[src/rtl/studio_keypad_if.sv]
// Bus between the PS/2 + CPU I/O side and the studio keypad decoder.
// Signal names match the board-level names used by the CPU glue logic.
interface studio_keypad_if;
  logic [10:0] ps2_key;
  logic [2:0]  io_n;
  logic        io_out;
  logic [7:0]  io_dout;
  logic [1:0]  ef_n;
  logic [7:0]  key_code;
  logic        key_any;
  logic [3:0]  key_sel;

  modport master (
    output ps2_key, io_n, io_out, io_dout,
    input  ef_n, key_code, key_any, key_sel
  );

  modport slave (
    input  ps2_key, io_n, io_out, io_dout,
    output ef_n, key_code, key_any, key_sel
  );
endinterface

[src/rtl/studio_keypad.sv]
// Decodes PS/2 scancodes into one or two 10-key studio keypads and drives EF3/EF4.
// Optional debounce is enabled with macro STUDIO_KEYPAD_DEBOUNCE_EN.
module studio_keypad #(
  parameter int NUM_PADS   = 2,
  parameter int DEB_CYCLES = 50000
) (
  input logic              clk,
  input logic              resetq,
  studio_keypad_if.slave   kp
);

  localparam int unsigned NKEYS = 10;
  localparam int unsigned SELW  = 4;
  localparam int unsigned CODEW = 8;

  typedef logic [1:0][NKEYS-1:0] pads_t;

  if (NUM_PADS < 1 || NUM_PADS > 2) begin : g_bad_pads
    $error("studio_keypad: NUM_PADS must be 1..2");
  end
  if (DEB_CYCLES < 2 || DEB_CYCLES > 65535) begin : g_bad_deb
    $error("studio_keypad: DEB_CYCLES must be 2..65535");
  end

  // {hit, key index} lookup for the main-row digits
  function automatic logic [4:0] map_pad0(input logic [7:0] sc);
    case (sc)
      8'h45: return {1'b1, 4'd0};
      8'h16: return {1'b1, 4'd1};
      8'h1E: return {1'b1, 4'd2};
      8'h26: return {1'b1, 4'd3};
      8'h25: return {1'b1, 4'd4};
      8'h2E: return {1'b1, 4'd5};
      8'h36: return {1'b1, 4'd6};
      8'h3D: return {1'b1, 4'd7};
      8'h3E: return {1'b1, 4'd8};
      8'h46: return {1'b1, 4'd9};
      default: return 5'd0;
    endcase
  endfunction

  // {hit, key index} lookup for the numeric keypad
  function automatic logic [4:0] map_pad1(input logic [7:0] sc);
    case (sc)
      8'h70: return {1'b1, 4'd0};
      8'h69: return {1'b1, 4'd1};
      8'h72: return {1'b1, 4'd2};
      8'h7A: return {1'b1, 4'd3};
      8'h6B: return {1'b1, 4'd4};
      8'h73: return {1'b1, 4'd5};
      8'h74: return {1'b1, 4'd6};
      8'h6C: return {1'b1, 4'd7};
      8'h75: return {1'b1, 4'd8};
      8'h7D: return {1'b1, 4'd9};
      default: return 5'd0;
    endcase
  endfunction

  logic             valid_q, valid_d;
  logic             tog_q, tog_d;
  pads_t            raw_q, raw_d;
  pads_t            deb_c;
  logic [SELW-1:0]  key_sel_q, key_sel_d;
  logic [1:0]       ef_n_q, ef_n_d;
  logic [CODEW-1:0] key_code_q, key_code_d;
  logic             key_any_q, key_any_d;

  logic             evt_c;
  logic [4:0]       m0_c, m1_c;
  logic             sel_ok_c;
  logic [SELW-1:0]  sel_idx_c;
  logic             unused_dout;

  assign unused_dout = ^kp.io_dout[7:4];

  // Event capture, raw bitmap, select latch and registered outputs
  always_comb begin
    valid_d    = 1'b1;
    tog_d      = kp.ps2_key[10];
    raw_d      = raw_q;
    key_sel_d  = key_sel_q;
    ef_n_d     = 2'b11;
    key_code_d = 8'hFF;
    key_any_d  = 1'b0;

    evt_c = valid_q && (kp.ps2_key[10] != tog_q) && !kp.ps2_key[8];
    m0_c  = map_pad0(kp.ps2_key[7:0]);
    m1_c  = map_pad1(kp.ps2_key[7:0]);

    if (evt_c && m0_c[4]) raw_d[0][m0_c[3:0]] = kp.ps2_key[9];
    if (evt_c && m1_c[4] && (NUM_PADS > 1)) raw_d[1][m1_c[3:0]] = kp.ps2_key[9];

    if (kp.io_out && (kp.io_n == 3'd2)) key_sel_d = kp.io_dout[SELW-1:0];

    sel_ok_c  = (key_sel_q <= SELW'(9));
    sel_idx_c = sel_ok_c ? key_sel_q : '0;
    for (int p = 0; p < 2; p++) begin
      ef_n_d[p] = ~((p < NUM_PADS) && sel_ok_c && deb_c[p][sel_idx_c]);
    end

    for (int k = int'(NKEYS) - 1; k >= 0; k--) begin
      if (deb_c[0][k]) key_code_d = CODEW'(k);
    end
    key_any_d = (|deb_c[0]) || ((NUM_PADS > 1) && (|deb_c[1]));
  end

  always_ff @(posedge clk or negedge resetq) begin
    if (!resetq) begin
      valid_q    <= 1'b0;
      tog_q      <= 1'b0;
      raw_q      <= '0;
      key_sel_q  <= '0;
      ef_n_q     <= 2'b11;
      key_code_q <= 8'hFF;
      key_any_q  <= 1'b0;
    end else begin
      valid_q    <= valid_d;
      tog_q      <= tog_d;
      raw_q      <= raw_d;
      key_sel_q  <= key_sel_d;
      ef_n_q     <= ef_n_d;
      key_code_q <= key_code_d;
      key_any_q  <= key_any_d;
    end
  end

`ifdef STUDIO_KEYPAD_DEBOUNCE_EN
  localparam int unsigned PW = 16;

  logic [PW-1:0] presc_q, presc_d;
  pads_t         samp_q, samp_d;
  pads_t         deb_q, deb_d;
  logic          tick_c;
  pads_t         diff_c;

  // A key's debounced state follows raw only when two consecutive ticks agree
  always_comb begin
    tick_c  = (presc_q == PW'(DEB_CYCLES - 1));
    diff_c  = raw_q ^ samp_q;
    presc_d = tick_c ? '0 : presc_q + PW'(1);
    samp_d  = tick_c ? raw_q : samp_q;
    deb_d   = tick_c ? ((raw_q & ~diff_c) | (deb_q & diff_c)) : deb_q;
  end

  always_ff @(posedge clk or negedge resetq) begin
    if (!resetq) begin
      presc_q <= '0;
      samp_q  <= '0;
      deb_q   <= '0;
    end else begin
      presc_q <= presc_d;
      samp_q  <= samp_d;
      deb_q   <= deb_d;
    end
  end

  assign deb_c = deb_q;
`else
  assign deb_c = raw_q;
`endif

  assign kp.ef_n     = ef_n_q;
  assign kp.key_code = key_code_q;
  assign kp.key_any  = key_any_q;
  assign kp.key_sel  = key_sel_q;

endmodule

[src/flat_wrapper.sv]
// flat-port wrapper written by rule: the top's interface ports become plain ports
module studio_keypad_flat 
#(
  parameter int NUM_PADS   = 2,
  parameter int DEB_CYCLES = 50000
)
  (clk, resetq, kp_ps2_key, kp_io_n, kp_io_out, kp_io_dout, kp_ef_n, kp_key_code, kp_key_any, kp_key_sel);
  studio_keypad_if kp_i ();
  input logic clk;
  input logic resetq;
  input wire logic [$bits(kp_i.ps2_key)-1:0] kp_ps2_key;
  input wire logic [$bits(kp_i.io_n)-1:0] kp_io_n;
  input wire logic [$bits(kp_i.io_out)-1:0] kp_io_out;
  input wire logic [$bits(kp_i.io_dout)-1:0] kp_io_dout;
  output wire logic [$bits(kp_i.ef_n)-1:0] kp_ef_n;
  output wire logic [$bits(kp_i.key_code)-1:0] kp_key_code;
  output wire logic [$bits(kp_i.key_any)-1:0] kp_key_any;
  output wire logic [$bits(kp_i.key_sel)-1:0] kp_key_sel;
  assign kp_i.ps2_key = kp_ps2_key;
  assign kp_i.io_n = kp_io_n;
  assign kp_i.io_out = kp_io_out;
  assign kp_i.io_dout = kp_io_dout;
  assign kp_ef_n = kp_i.ef_n;
  assign kp_key_code = kp_i.key_code;
  assign kp_key_any = kp_i.key_any;
  assign kp_key_sel = kp_i.key_sel;
  studio_keypad #(.NUM_PADS(NUM_PADS), .DEB_CYCLES(DEB_CYCLES)) u_core (.clk(clk), .resetq(resetq), .kp(kp_i));
endmodule
[config.mk]
export PLATFORM = sky130hd
export DESIGN_NAME = studio_keypad_flat
export DESIGN_NICKNAME = d
export VERILOG_FILES = /design/src/rtl/studio_keypad_if.sv /design/src/rtl/studio_keypad.sv /design/src/flat_wrapper.sv
export SDC_FILE = /design/constraint.sdc
export NUM_CORES = 1
export LEC_CHECK = 0
export CAP_MARGIN = 20
export CELL_PAD_IN_SITES_DETAIL_PLACEMENT = 1
export CELL_PAD_IN_SITES_GLOBAL_PLACEMENT = 1
export CORE_MARGIN = 1.5
export CORE_UTILIZATION = 43
export DETAILED_ROUTE_END_ITERATION = 8
export GPL_ROUTABILITY_DRIVEN = 0
export PLACE_DENSITY = 0.84
export SKIP_CTS_REPAIR_TIMING = 1
export SYNTH_ARGS = -nofsm -noshare
export SYNTH_HDL_FRONTEND = slang
export SYNTH_SLANG_ARGS = --single-unit
[constraint.sdc]
create_clock -name clk -period 3.3 [get_ports clk]
set_input_delay 0.66 -clock clk [delete_from_list [all_inputs] [get_ports clk]]
set_output_delay 0.66 -clock clk [all_outputs]
set_load 0.02 [all_outputs]
==> impl_metrics.env <==
export IMPL_syn_instance_count=206
export IMPL_syn2layout_area_growth_pct=25.5
export IMPL_setup_repair_after_global_routing_missed_its_margin="false"
export IMPL_maxSlewHeadroom_pct=42.1
export IMPL_min_delay_start="u_core.deb_c[0]"
export IMPL_drt_wirelength_per_cell_um=15.6
export IMPL_worst_slew_pin_slew_ns=0.857
export IMPL_antenna_diode_count=0
export IMPL_fin_cells=312
export IMPL_postSynthNetCount=231
export IMPL_avgViaCountPerCell=5.62
export IMPL_cp_top_family="simple AND/OR/NAND/NOR gates"
export IMPL_timing_hold_ws_ns=0.480
export IMPL_clkSinkCount=34
export IMPL_synth_seq_cells=34
export IMPL_power_density_cell_area_mw_per_mm2=376
export IMPL_startpoint_type_of_the_worst_setup_path="input port"
export IMPL_final_nets=269
export IMPL_worst_r2r_startpoint="u_core.tog_q"
export IMPL_floorplan_die_height_um=72.8
export IMPL_layout_drive_gt1_share_pct=19.2
export IMPL_cap_violations=0
export IMPL_hold_viol=0
export IMPL_cp_data_arrival_time_ns=2.91
export IMPL_worst_setup_path_type="in2reg"
export IMPL_clkTransAtPathRegs_ns=0.07
export IMPL_synth_area_top_cells="sky130_fd_sc_hd__dfrtp_1 32%, sky130_fd_sc_hd__dfstp_2 8.8%, sky130_fd_sc_hd__mux2_2 7.0%, sky130_fd_sc_hd__mux4_2 4.3%, sky130_fd_sc_hd__nand2b_1 3.0%"
export IMPL_numCtsBuffers=5
export IMPL_irDropWorstVdd_mv=0.145
export IMPL_synth_sequential_area_ratio_pct=41.0
export IMPL_die_width_um=72.8
export IMPL_period_needed_ns=2.75
export IMPL_cp_end_kind="flop"
export IMPL_leakagePower_nw=1.03
export IMPL_grt_util_all_layers_pct=20.4
export IMPL_hpwl_um=3810
export IMPL_fp_dieArea_mm2=0.00530
export IMPL_synth_enable_flop_cells=0
export IMPL_num_rows=25
export IMPL_drtAntennaViolNets=0
export IMPL_worst_skew_pair_late_latency_ns=0.28
export IMPL_yosys_cell_count_top_type="sky130_fd_sc_hd__dfrtp_1"
export IMPL_worst_path_largest_cell_delay_ns=0.54
export IMPL_critPathRequiredTime_ns=3.46
export IMPL_synth_area_mm2=0.00210
export IMPL_total_wirelength_um=4860
export IMPL_fin_skew_ns=0.00564
export IMPL_num_io_pins=40
export IMPL_fmax_mhz=364
export IMPL_run_status="finished, final reports clean"
export IMPL_numPortBuffers=35
export IMPL_post_synth_most_frequent_cells="27 x sky130_fd_sc_hd__dfrtp_1, 13 x sky130_fd_sc_hd__mux2_2, 11 x sky130_fd_sc_hd__nor3_1, 11 x sky130_fd_sc_hd__o21ai_0, 10 x sky130_fd_sc_hd__nand2b_1"
export IMPL_synth_async_sr_flop_share_pct=100
export IMPL_hold_class="reg2reg"
export IMPL_dominantRegCellSynth="sky130_fd_sc_hd__dfrtp_1"
export IMPL_crit_buf_inv=1
export IMPL_global_route_wire_length_before_repair_um=8400
export IMPL_report_final_setup_viol=0
export IMPL_grt_remaining_overflow=0
export IMPL_tns_ns=0
export IMPL_htree_num_levels=2
export IMPL_syn_avg_cell_area_um2=10.2
export IMPL_timing_final_max_slew_violations=0
export IMPL_vias=1753
export IMPL_timing_critical_path_slowest_stage_cell="sky130_fd_sc_hd__or4b_4"
export IMPL_pin_count_of_the_biggest_net_entering_global_routing=35
export IMPL_dr_first_iter_drc_count=90
export IMPL_drt_pass1_iterations=4
export IMPL_clock_path_buffers=2
export IMPL_yosys_warnings=0
export IMPL_cts_tree="built"
export IMPL_post_route_period_util_pct=83.4
export IMPL_synth_lib_cells_used_distinct=51
export IMPL_dpl_cell_count=304
export IMPL_yosys_top_cell_by_area="sky130_fd_sc_hd__dfrtp_1"
export IMPL_synth_top_cell_area_share_pct=32.2
export IMPL_floorplan_initialDensity_pct=44.4
export IMPL_core_area_mm2=0.00472
export IMPL_first_global_vias=1765
export IMPL_drc=0
export IMPL_cts_root_buf="sky130_fd_sc_hd__clkbuf_8"
export IMPL_timing_critical_path_from="kp_ps2_key[4]"
export IMPL_grt_antenna_before_repair=0
export IMPL_critical_path_peak_fanout=4
export IMPL_series_of_cell_instances_along_the_critical_path="clkdlybuf4s50_1, or4b_4, or4_1, a211oi_2, nand3_1, mux2_1"
[flip-flops by register name, summed over array words and instances, names as in the netlist]
register	cells
u_core.deb_c	20
u_core.kp.key_code	5
u_core.kp.key_sel	4
u_core.kp.ef_n	2
u_core.kp.key_any	1
u_core.tog_q	1
u_core.valid_q	1
[final cells by class]
class / count / area [um^2]
Multi-Input combinational cell: 151 / 1140
Inverter: 6 / 22.5
Timing Repair Buffer: 46 / 433
Tap cell: 67 / 83.8
Sequential cell: 34 / 860
Clock buffer: 6 / 82.6
Fill cell: 527 / 2090
Clock inverter: 2 / 12.5
[through the flow]
step	utilization [%]	power (mW)	worst slack [ns]	cell area (um^2)
finish	55.7	0.989	0.549	2630
global route	55.7	1.04	0.424	2630
CTS	55.7	1.00	0.537	2630
detailed placement	53.7	0.682	0.248	2540
global placement	53.7	0.676	0.271	2540
floorplan	-	0.588	0.731	2100
[cells by family (layout without fill, tap and decap cells)]
family / Yosys count / in the layout / share of synthesized area (%)
AND/OR/NAND/NOR: 76 / 76 / 22.4
buffers and inverters: 21 / 60 / 4.77
XOR/XNOR: 7 / 7 / 2.92
flip-flops: 34 / 34 / 41.0
other: 1 / 1 / 0.179
AO/OA/AOI/OAI: 41 / 41 / 12.9
multiplexers: 26 / 26 / 15.8
[power by group]
group          internal (mW)  switching, mW  total [mW]
Combinational          0.108         0.0917       0.199
Sequential             0.440         0.0317       0.472
Clock                  0.168          0.151       0.318
[path summary, 6_finish.rpt]
check	end	slack (ns)	depth (start not counted)
worst max register to register	u_core.deb_c[10]	1.32	5
worst max-delay path	u_core.deb_c[1]	0.55	6
min in group asynchronous	u_core.deb_c[11]	0.79	2
worst min-delay path	u_core.kp.key_code[0]	0.48	1
worst min register to register	u_core.kp.key_code[0]	0.48	1
max in group asynchronous	u_core.kp.key_code[2]	2.18	2
[layout by cell type (no fill, tap or decap), types with 4 or more instances in the layout]
cell	synthesis	layout
sky130_fd_sc_hd__mux4_2	4	4
sky130_fd_sc_hd__nand2_1	6	6
sky130_fd_sc_hd__o31ai_1	6	6
sky130_fd_sc_hd__clkbuf_8	0	6
sky130_fd_sc_hd__nor3_1	11	11
sky130_fd_sc_hd__dfstp_2	7	7
sky130_fd_sc_hd__nand3b_1	4	4
sky130_fd_sc_hd__inv_1	6	6
sky130_fd_sc_hd__nor2_1	8	8
sky130_fd_sc_hd__clkdlybuf4s50_1	0	35
sky130_fd_sc_hd__nor2b_1	5	5
sky130_fd_sc_hd__mux2_1	4	4
sky130_fd_sc_hd__a21oi_1	8	8
sky130_fd_sc_hd__nand2b_1	10	10
sky130_fd_sc_hd__mux2_2	13	13
sky130_fd_sc_hd__nor3b_1	5	5
sky130_fd_sc_hd__o21ai_0	11	11
sky130_fd_sc_hd__dfrtp_1	27	27
sky130_fd_sc_hd__nor4_1	4	4
sky130_fd_sc_hd__xnor2_1	4	4
sky130_fd_sc_hd__nand3_1	6	6
sky130_fd_sc_hd__mux2i_1	5	5
sky130_fd_sc_hd__buf_4	3	11
[routing by layer]
layer  vias to the layer above  share of wire [%]  track usage [%]
li1                        840                  -                -
met2                        44                 52             36.4
met4                         0               0.84             5.66
met3                         4                3.1             3.45
met1                       865                 44             25.3
met5                         -                  0                0
Power figures use the tool's default switching activity.
